<file path="src/rtl/mode_state_controller_pkg.sv">
// Shared definitions for the exhaust hood mode controller: mode encodings,
// default timed-mode durations and a small mode classification helper.
package mode_state_controller_pkg;

  localparam int MODE_WIDTH            = 3;
  localparam int THIRD_SECONDS_DEFAULT = 60;
  localparam int CLEAN_SECONDS_DEFAULT = 180;

  typedef enum logic [MODE_WIDTH-1:0] {
    OFF_MODE    = 3'd0,
    STAND_MODE  = 3'd1,
    FIRST_MODE  = 3'd2,
    SECOND_MODE = 3'd3,
    THIRD_MODE  = 3'd4,
    CLEAN_MODE  = 3'd5
  } mode_e;

  // Timed modes own the seconds countdown; every other mode shows 0.
  function automatic logic is_timed(input mode_e m);
    return (m == THIRD_MODE) || (m == CLEAN_MODE);
  endfunction

endpackage

</file>
<file path="src/rtl/mode_state_controller_ticker.sv">
// One-second prescaler: emits a single-cycle tick every TICK_CYCLES clocks,
// restarting a full period whenever clear is asserted.
module one_second_ticker #(
  parameter int TICK_CYCLES = 100_000_000
) (
  input  logic clk,
  input  logic rstn,
  input  logic clear,
  output logic tick
);

  localparam int CW = (TICK_CYCLES > 1) ? $clog2(TICK_CYCLES) : 1;
  localparam logic [CW-1:0] LAST = CW'(TICK_CYCLES - 1);

  logic [CW-1:0] cnt_q;
  logic [CW-1:0] cnt_d;

  assign tick = (cnt_q == LAST);

  always_comb begin
    cnt_d = cnt_q + CW'(1);
    if (clear || tick) begin
      cnt_d = '0;
    end
  end

  always_ff @(posedge clk or negedge rstn) begin
    if (!rstn) begin
      cnt_q <= '0;
    end else begin
      cnt_q <= cnt_d;
    end
  end

endmodule

</file>
<file path="src/rtl/mode_state_controller.sv">
// Central hood mode register: arbitrates level requests from the per-mode
// stages and runs the hurricane and self-clean countdowns.
module mode_state_controller
  import mode_state_controller_pkg::*;
#(
  parameter int TICK_CYCLES   = 100_000_000,
  parameter int THIRD_SECONDS = THIRD_SECONDS_DEFAULT,
  parameter int CLEAN_SECONDS = CLEAN_SECONDS_DEFAULT
) (
  input  logic                  clk,
  input  logic                  rstn,
  input  logic                  power_on_req,
  input  logic                  power_off_req,
  input  logic                  stand_req,
  input  logic                  first_req,
  input  logic                  second_req,
  input  logic                  third_req,
  input  logic                  clean_req,
  output logic [MODE_WIDTH-1:0] current_mode,
  output logic [7:0]            countdown_sec,
  output logic                  third_used,
  output logic                  mode_changed,
  output logic                  clean_done
);

  mode_e      mode_q, mode_d;
  logic [7:0] count_q, count_d;
  logic       third_used_q, third_used_d;
  logic       mode_changed_q, mode_changed_d;
  logic       clean_done_q, clean_done_d;
  logic       tick;

  // Restart the prescaler on the same edge the mode changes so every timed
  // mode gets a full first second.
  one_second_ticker #(
    .TICK_CYCLES(TICK_CYCLES)
  ) u_ticker (
    .clk  (clk),
    .rstn (rstn),
    .clear(mode_changed_d),
    .tick (tick)
  );

  always_comb begin
    mode_d       = mode_q;
    count_d      = count_q;
    third_used_d = third_used_q;
    clean_done_d = 1'b0;

    case (mode_q)
      OFF_MODE: begin
        if (power_on_req) mode_d = STAND_MODE;
      end
      STAND_MODE: begin
        if (power_off_req) begin
          mode_d = OFF_MODE;
        end else if (clean_req) begin
          mode_d  = CLEAN_MODE;
          count_d = 8'(CLEAN_SECONDS);
        end else if (third_req && !third_used_q) begin
          mode_d       = THIRD_MODE;
          count_d      = 8'(THIRD_SECONDS);
          third_used_d = 1'b1;
        end else if (second_req) begin
          mode_d = SECOND_MODE;
        end else if (first_req) begin
          mode_d = FIRST_MODE;
        end
      end
      FIRST_MODE: begin
        if (power_off_req)   mode_d = OFF_MODE;
        else if (stand_req)  mode_d = STAND_MODE;
        else if (second_req) mode_d = SECOND_MODE;
      end
      SECOND_MODE: begin
        if (power_off_req)  mode_d = OFF_MODE;
        else if (stand_req) mode_d = STAND_MODE;
        else if (first_req) mode_d = FIRST_MODE;
      end
      THIRD_MODE, CLEAN_MODE: begin
        // Power-off outranks expiry; everything else is ignored here.
        if (power_off_req) begin
          mode_d = OFF_MODE;
        end else if (tick) begin
          if (count_q <= 8'd1) begin
            mode_d       = STAND_MODE;
            clean_done_d = (mode_q == CLEAN_MODE);
          end else begin
            count_d = count_q - 8'd1;
          end
        end
      end
      default: begin
        mode_d = STAND_MODE;
      end
    endcase

    if (mode_d == OFF_MODE && mode_q != OFF_MODE) begin
      third_used_d = 1'b0;
    end
    if (!is_timed(mode_d)) begin
      count_d = 8'd0;
    end
    mode_changed_d = (mode_d != mode_q);
  end

  always_ff @(posedge clk or negedge rstn) begin
    if (!rstn) begin
      mode_q         <= OFF_MODE;
      count_q        <= 8'd0;
      third_used_q   <= 1'b0;
      mode_changed_q <= 1'b0;
      clean_done_q   <= 1'b0;
    end else begin
      mode_q         <= mode_d;
      count_q        <= count_d;
      third_used_q   <= third_used_d;
      mode_changed_q <= mode_changed_d;
      clean_done_q   <= clean_done_d;
    end
  end

  assign current_mode  = mode_q;
  assign countdown_sec = count_q;
  assign third_used    = third_used_q;
  assign mode_changed  = mode_changed_q;
  assign clean_done    = clean_done_q;

endmodule
</file>
<file path="config.mk">
export PLATFORM = sky130hd
export DESIGN_NAME = mode_state_controller
export DESIGN_NICKNAME = d
export VERILOG_FILES = /design/src/rtl/mode_state_controller_pkg.sv /design/src/rtl/mode_state_controller_ticker.sv /design/src/rtl/mode_state_controller.sv
export SDC_FILE = /design/constraint.sdc
export NUM_CORES = 1
export LEC_CHECK = 0
export CAP_MARGIN = 0
export CORE_ASPECT_RATIO = 2
export CORE_MARGIN = 2
export CORE_UTILIZATION = 57
export CTS_BUF_LIST = sky130_fd_sc_hd__clkbuf_16
export CTS_CLUSTER_DIAMETER = 100
export DETAILED_ROUTE_END_ITERATION = 10
export GPL_ROUTABILITY_DRIVEN = 0
export HOLD_SLACK_MARGIN = 0.1
export PLACE_DENSITY = 0.79
export SYNTH_ARGS = -nofsm -noshare
export SYNTH_HDL_FRONTEND = slang
export SYNTH_SLANG_ARGS = --single-unit
</file>
<file path="constraint.sdc">
create_clock -name clk -period 2.6 [get_ports clk]
set_clock_uncertainty 0.15 [all_clocks]
set_input_delay 0.52 -clock clk [delete_from_list [all_inputs] [get_ports clk]]
set_output_delay 0.52 -clock clk [all_outputs]
set_load 0.1 [all_outputs]
</file>
* Word-level counts from Yosys, hierarchy flattened
Cells that the tools add are included. Widths: inputs -> output; s select.
Storage, ports and cells: memory bits (read-only) 0, output and inout port bits 14, latch bits 0, memory bits (writable) 0, bits of input ports 9, word-level logic and storage cells 72, register bits after elaboration 41, memories 0
Cells by class: divide/modulo/power cells 0, bitwise gates (word level) 0, reductions and logical operators 13, equality and inequality tests 17, multiply operators 0, shift-type cells 0, add/sub/neg operators 2, muxes and demuxes 33, $lt $le $gt $ge 1
Operators by type and width (count):
- $mux 8 | 7
- $mux 3 | 14
- $add 27x1->27 const B | 1
- $eq 27x27->1 const B | 1
- $mux 27 | 1
- $pmux 8 s2 | 1
- $pmux 3 s5 | 1
- $eq 3x3->1 const B | 4
- $mux 1 | 9
- $ne 3x3->1 const B | 3
- $le 8x1->1 const B | 1
- $sub 8x1->8 const B | 1
- $eq 3x2->1 const B | 2
- $logic_not 3->1 | 2
- $reduce_and 6->1 | 1
- $ne 2x1->1 const B | 2
- $ne 4x4->1 const B | 1
- $reduce_and 4->1 | 1
- $reduce_bool 2->1 | 2
- $eq 3x1->1 const B | 1
- $ne 3x1->1 const B | 1
- $ne 3x2->1 const B | 1
- $ne 3x3->1 | 1
- $reduce_bool 3->1 | 1
- other kinds (4) | 6

* Depth between registers and ports, before layout
depth in word-level cells 10, depth in mapped cells 8, gate-level depth less buffers 7

* Cells and area by module
Synthesis repeated with hierarchy kept, for this count alone.
Second synthesis, totals: cell total of the unflattened synthesis 254, area total of the unflattened synthesis 2371.0 um^2
By module, submodules not included:
- one_second_ticker | sequential area each 675.6 um^2, area an instance 1417.6 um^2, instances 1, cells an instance 151
- mode_state_controller | sequential area each 350.3 um^2, area an instance 953.4 um^2, instances 1, cells an instance 103

* Worst setup path before layout
OpenSTA, ideal clock, no wires.
path kind register to register, from reg count_q[0], in the netlist countdown_sec[0], to reg count_q[2], in the netlist countdown_sec[2], data required time 2.367 ns, path slack -0.140 ns, arrival time 2.507 ns, setup time 0.083 ns, stages on the path, launching flop included 9, buffers on the path 1, clock period less this slack 2.740 ns, cell sequence dfrtp_1 inv_1 ha_1 nor2_1 nor4_2 o31a_1 buf_2 or4_1 a31oi_1
On the way: cells in the longest elaborated chain, start to end 9, elaborated cells between the ends (all ways) 21, classes of those cells add/sub (1); order compare (1); eq/ne (8); mux (9); reduce/logical (2)
RTL lines:
- start, declared | line mode_state_controller.sv:27 | logic [7:0] count_q, count_d;
- start signal, assigned | line mode_state_controller.sv:116 | count_q <= count_d;
- $le 8x1->1 | line mode_state_controller.sv:85 | if (count_q <= 8'd1) begin
- $mux 3 | line mode_state_controller.sv:85
- $mux 3 | line mode_state_controller.sv:84 | end else if (tick) begin
- $mux 3 | line mode_state_controller.sv:82 | if (power_off_req) begin
- $pmux 3 s5 | line mode_state_controller.sv:50 | case (mode_q)
- $eq 3x3->1 | line mode_state_controller_pkg.sv:20 | return (m == THIRD_MODE) || (m == CLEAN_MODE);
- $logic_or 1x1->1 | line mode_state_controller_pkg.sv:20
- $ne 4x4->1 (no source line), or another cell as far along
- $reduce_and 6->1 (no source line)
Several ways; a longest one is shown, not always the timed one. The select of a mux whose other input is x is not followed. A chain may end at the register's enable or synchronous reset.

* Worst setup path in the final report
from reg u_ticker.cnt_q[0], to reg count_q[4], in the netlist countdown_sec[4]
On the way: cells in the longest elaborated chain, start to end 8, elaborated cells between the ends (all ways) 15, classes of those cells eq/ne (9); mux (4); reduce/logical (2)
RTL lines:
- start, declared | line mode_state_controller_ticker.sv:15 | logic [CW-1:0] cnt_q;
- start signal, assigned | line mode_state_controller_ticker.sv:31 | cnt_q <= cnt_d;
- $eq 27x27->1 * | line mode_state_controller_ticker.sv:18 | assign tick = (cnt_q == LAST);
- $mux 3 | line mode_state_controller.sv:84
- $mux 3 | line mode_state_controller.sv:82
- $pmux 3 s5 | line mode_state_controller.sv:50
- $eq 3x3->1 | line mode_state_controller_pkg.sv:20
- $logic_or 1x1->1 | line mode_state_controller_pkg.sv:20
- $ne 4x4->1 (no source line), or another cell as far along
- $reduce_and 6->1 (no source line)
Every way passes the cells marked *; elsewhere a longest branch is shown, timed or not.

==> flow_summary_export.csv <==
group,metric,value,unit
run_status,status,"finished clean",
critical_path,r2r-start,"u_ticker.cnt_q[0]",
clock_tree,cts_tree,"done",
routing,avgViaCountPerCell,6.08,
yosys,ys_async_sr_fraction,1.00,
placed_design,numPortBuffers,22,
critical_path,reg2reg_depth,6,
critical_path,r2r_setup_slack,0.19,ns
routing,dr.pass1.iters,4,
sta,post-route-period-util,0.927,
global_route,grt_max_degree,29,
critical_path,cp_max_fo,12,
global_route,track_usage,0.264,
routing,drt_iter0_drc,43,
floorplan,dieWidth,50.1,µm
pwr,ir_drop,0.801,mV
global_route,grt_pass1_vias,2163,
critical_path,critPathMaxStageDelay,0.54,ns
placed_design,hpwl,4110,µm
yosys,avgSynthCellArea,9.23,µm²
global_route,gr-total-overflow,0,
critical_path,r2r-end,"countdown_sec[4]",
placed_design,post-place-ws,0.0890,ns
hold_path,hold_depth,1,
yosys,ys_seq_elements,41,
sta,fmax,415,MHz
sta,hold_viol_final,0,
critical_path,crit_path_start,"u_ticker.cnt_q[0]",
sta,setup_violations,0,
cells_and_area,seqCellArea,1040,µm²
clock_tree,cts_setup_buffers,0,
routing,ant_nets,0,
pwr,fin_total_pwr,2.33,mW
routing,route.detailed.drc,0,
critical_path,cp.arrival,2.46,ns
clock_tree,clkTransAtPathRegs,0.06,ns
floorplan,start_util,0.594,
sta,finalMaxSlewViolations,0,
cells_and_area,drive_above_1_share,0.194,
yosys,postSynthCellCount,263,
floorplan,pin_count,23,
cells_and_area,n_fill_cell,314,
critical_path,criticalPathCategory,"register to register",
clock_tree,clock_latency,0.29,ns
yosys,yosysUniqueCellTypes,52,
cells_and_area,multi_input_area,1310,µm²
clock_tree,htree_levels,2,
routing,vias,2133,
hold_path,hp-class,"register to register",
sta,finalCriticalPeriod,2.41,ns
routing,wl_per_cell,16.1,µm
yosys,synth_edf_count,0,
critical_path,crit_chain,"ha_1 > nand3_1 > nor4b_1 > a21oi_2 > or4_1 > a31oi_1",
yosys,synth_ff_type,"dfrtp_1",
cells_and_area,final_cell_mix,"32 x nor3_1, 32 x dfrtp_1, 29 x buf_4",
sta,worst_pin_slew,0.570,ns
critical_path,critPathCaptureType,"register",
critical_path,crit_slowest_cell,"or4_1",
floorplan,core.rowCount,33,
floorplan,dieHeight,96.3,µm
flow_run,max_cap_violations,0,
sta,relSlewSlack,0.617,
clock_tree,clk_path_buf_depth,2,
clock_tree,clock-sinks,41,
yosys,synth-seq-area-share,0.423,
clock_tree,cts_resized,0,
cells_and_area,n_antenna_cell,0,
cells_and_area,areaGrowthSynthToFinish,22.1,%
yosys,syn_area,2430,µm²
clock_tree,cts_buffers,5,
critical_path,critPathLaunchType,"register",
placed_design,dpl_cell_area,2790,µm²
cells_and_area,design_area,2960,µm²
floorplan,core_area,4090,µm²
global_route,antenna_found_initial,0,
sta,tns,0,ns
critical_path,endpoint,"countdown_sec[4]",
pwr,leakage,1.23,nW
floorplan,die-area,4830,µm²
pwr,power-per-cell-area,787,nW/µm²
global_route,grt_pass1_wl,9640,µm
sta,rsz0062_at_grt,"false",
routing,routed_wl,5660,µm
sta,setup_ws,0.191,ns
yosys,yosys_warnings,0,
critical_path,required,2.65,ns
sta,timing.hold.ws,0.343,ns
yosys,synthesis.nets,275,
cells_and_area,nets,310,
clock_tree,cts-root-buf,"clkbuf_16",
==> per-stage QoR <==
| step | util | cells |
|---|---|---|
| floorplan | - | 263 |
| global placement | 0.682 | 342 |
| detailed placement | 0.682 | 342 |
| CTS | 0.725 | 351 |
| global route | 0.725 | 351 |
| finish | 0.725 | 351 |
==> report_power, final <==
part           internal [mW]  switching (mW)  leakage [nW]  total, mW
Clock                  0.449           0.247        0.0775      0.696
Combinational          0.280           0.589         0.606      0.869
Sequential             0.690          0.0777         0.551      0.768
==> worst max-delay path: cells and delay by family, from the launching register on <==
family	cells	cell delay (ns)
AO/OA/AOI/OAI	2	0.40
AND/OR/NAND/NOR	3	1.17
flip-flops	1	0.38
adder cells (fa/ha/maj)	1	0.22
==> state kept, by name, summed over array words and instances, names as in the netlist <==
register / cells
clean_done: 1
countdown_sec: 8
current_mode: 3
mode_changed: 1
third_used: 1
u_ticker.cnt_q: 27
==> worst min path at each step <==
| stage | start | to | slack [ns] |
|---|---|---|---|
| global route | u_ticker.cnt_q[0] | u_ticker.cnt_q[0] | 0.37 |
| global placement | u_ticker.cnt_q[0] | u_ticker.cnt_q[0] | 0.33 |
| CTS | u_ticker.cnt_q[0] | u_ticker.cnt_q[0] | 0.35 |
| finish | u_ticker.cnt_q[0] | u_ticker.cnt_q[0] | 0.34 |
| detailed placement | u_ticker.cnt_q[0] | u_ticker.cnt_q[0] | 0.34 |
| floorplan | rstn | clean_done | 0.07 |
==> routing by layer <==
metal	GRT usage	routed length [µm]	vias up
met5	0	0	-
met4	0.150	223	0
met3	0.0311	164	18
met2	0.507	3150	50
met1	0.264	2120	1023
li1	-	-	1042
==> layout make-up <==
class                   count  share of cell area
clock inverters             3              0.0139
repair buffers             40               0.116
flip-flops and latches     41               0.350
inverters                  12              0.0152
clock buffers               5              0.0422
well taps                  52              0.0220
multi-input cells         198               0.441
==> logic make-up (layout without fill, tap and decap cells) <==
group | after synthesis | in the layout | synth area share
xor+xnor | 25 | 25 | 0.0902
flops | 41 | 41 | 0.423
mux | 1 | 1 | 0.00412
compound gates | 43 | 43 | 0.124
fa+ha+maj | 3 | 3 | 0.0155
buf+inv | 24 | 60 | 0.0412
simple gates | 126 | 126 | 0.302
==> repair_timing <==
action | in CTS | in global routing
hold buffers | 1 | 0
setup endpoints to repair | 0 | 0
endpoints found under the hold margin | 24 | 0
==> synthesized netlist by cell type, types with 7 or more instances <==
cell,count,area (µm²)
xor2_1,10,87.6
nor2_1,13,48.8
or4_1,9,67.6
clkbuf_1,9,33.8
nand2_1,11,41.3
nand4_1,8,50.1
a21oi_1,7,35.0
dfrtp_1,41,1030
xnor2_1,15,131
nor3_1,32,160
inv_1,11,41.3
nand3_1,15,75.1
Note: power is estimated with default switching activity, not from simulation.
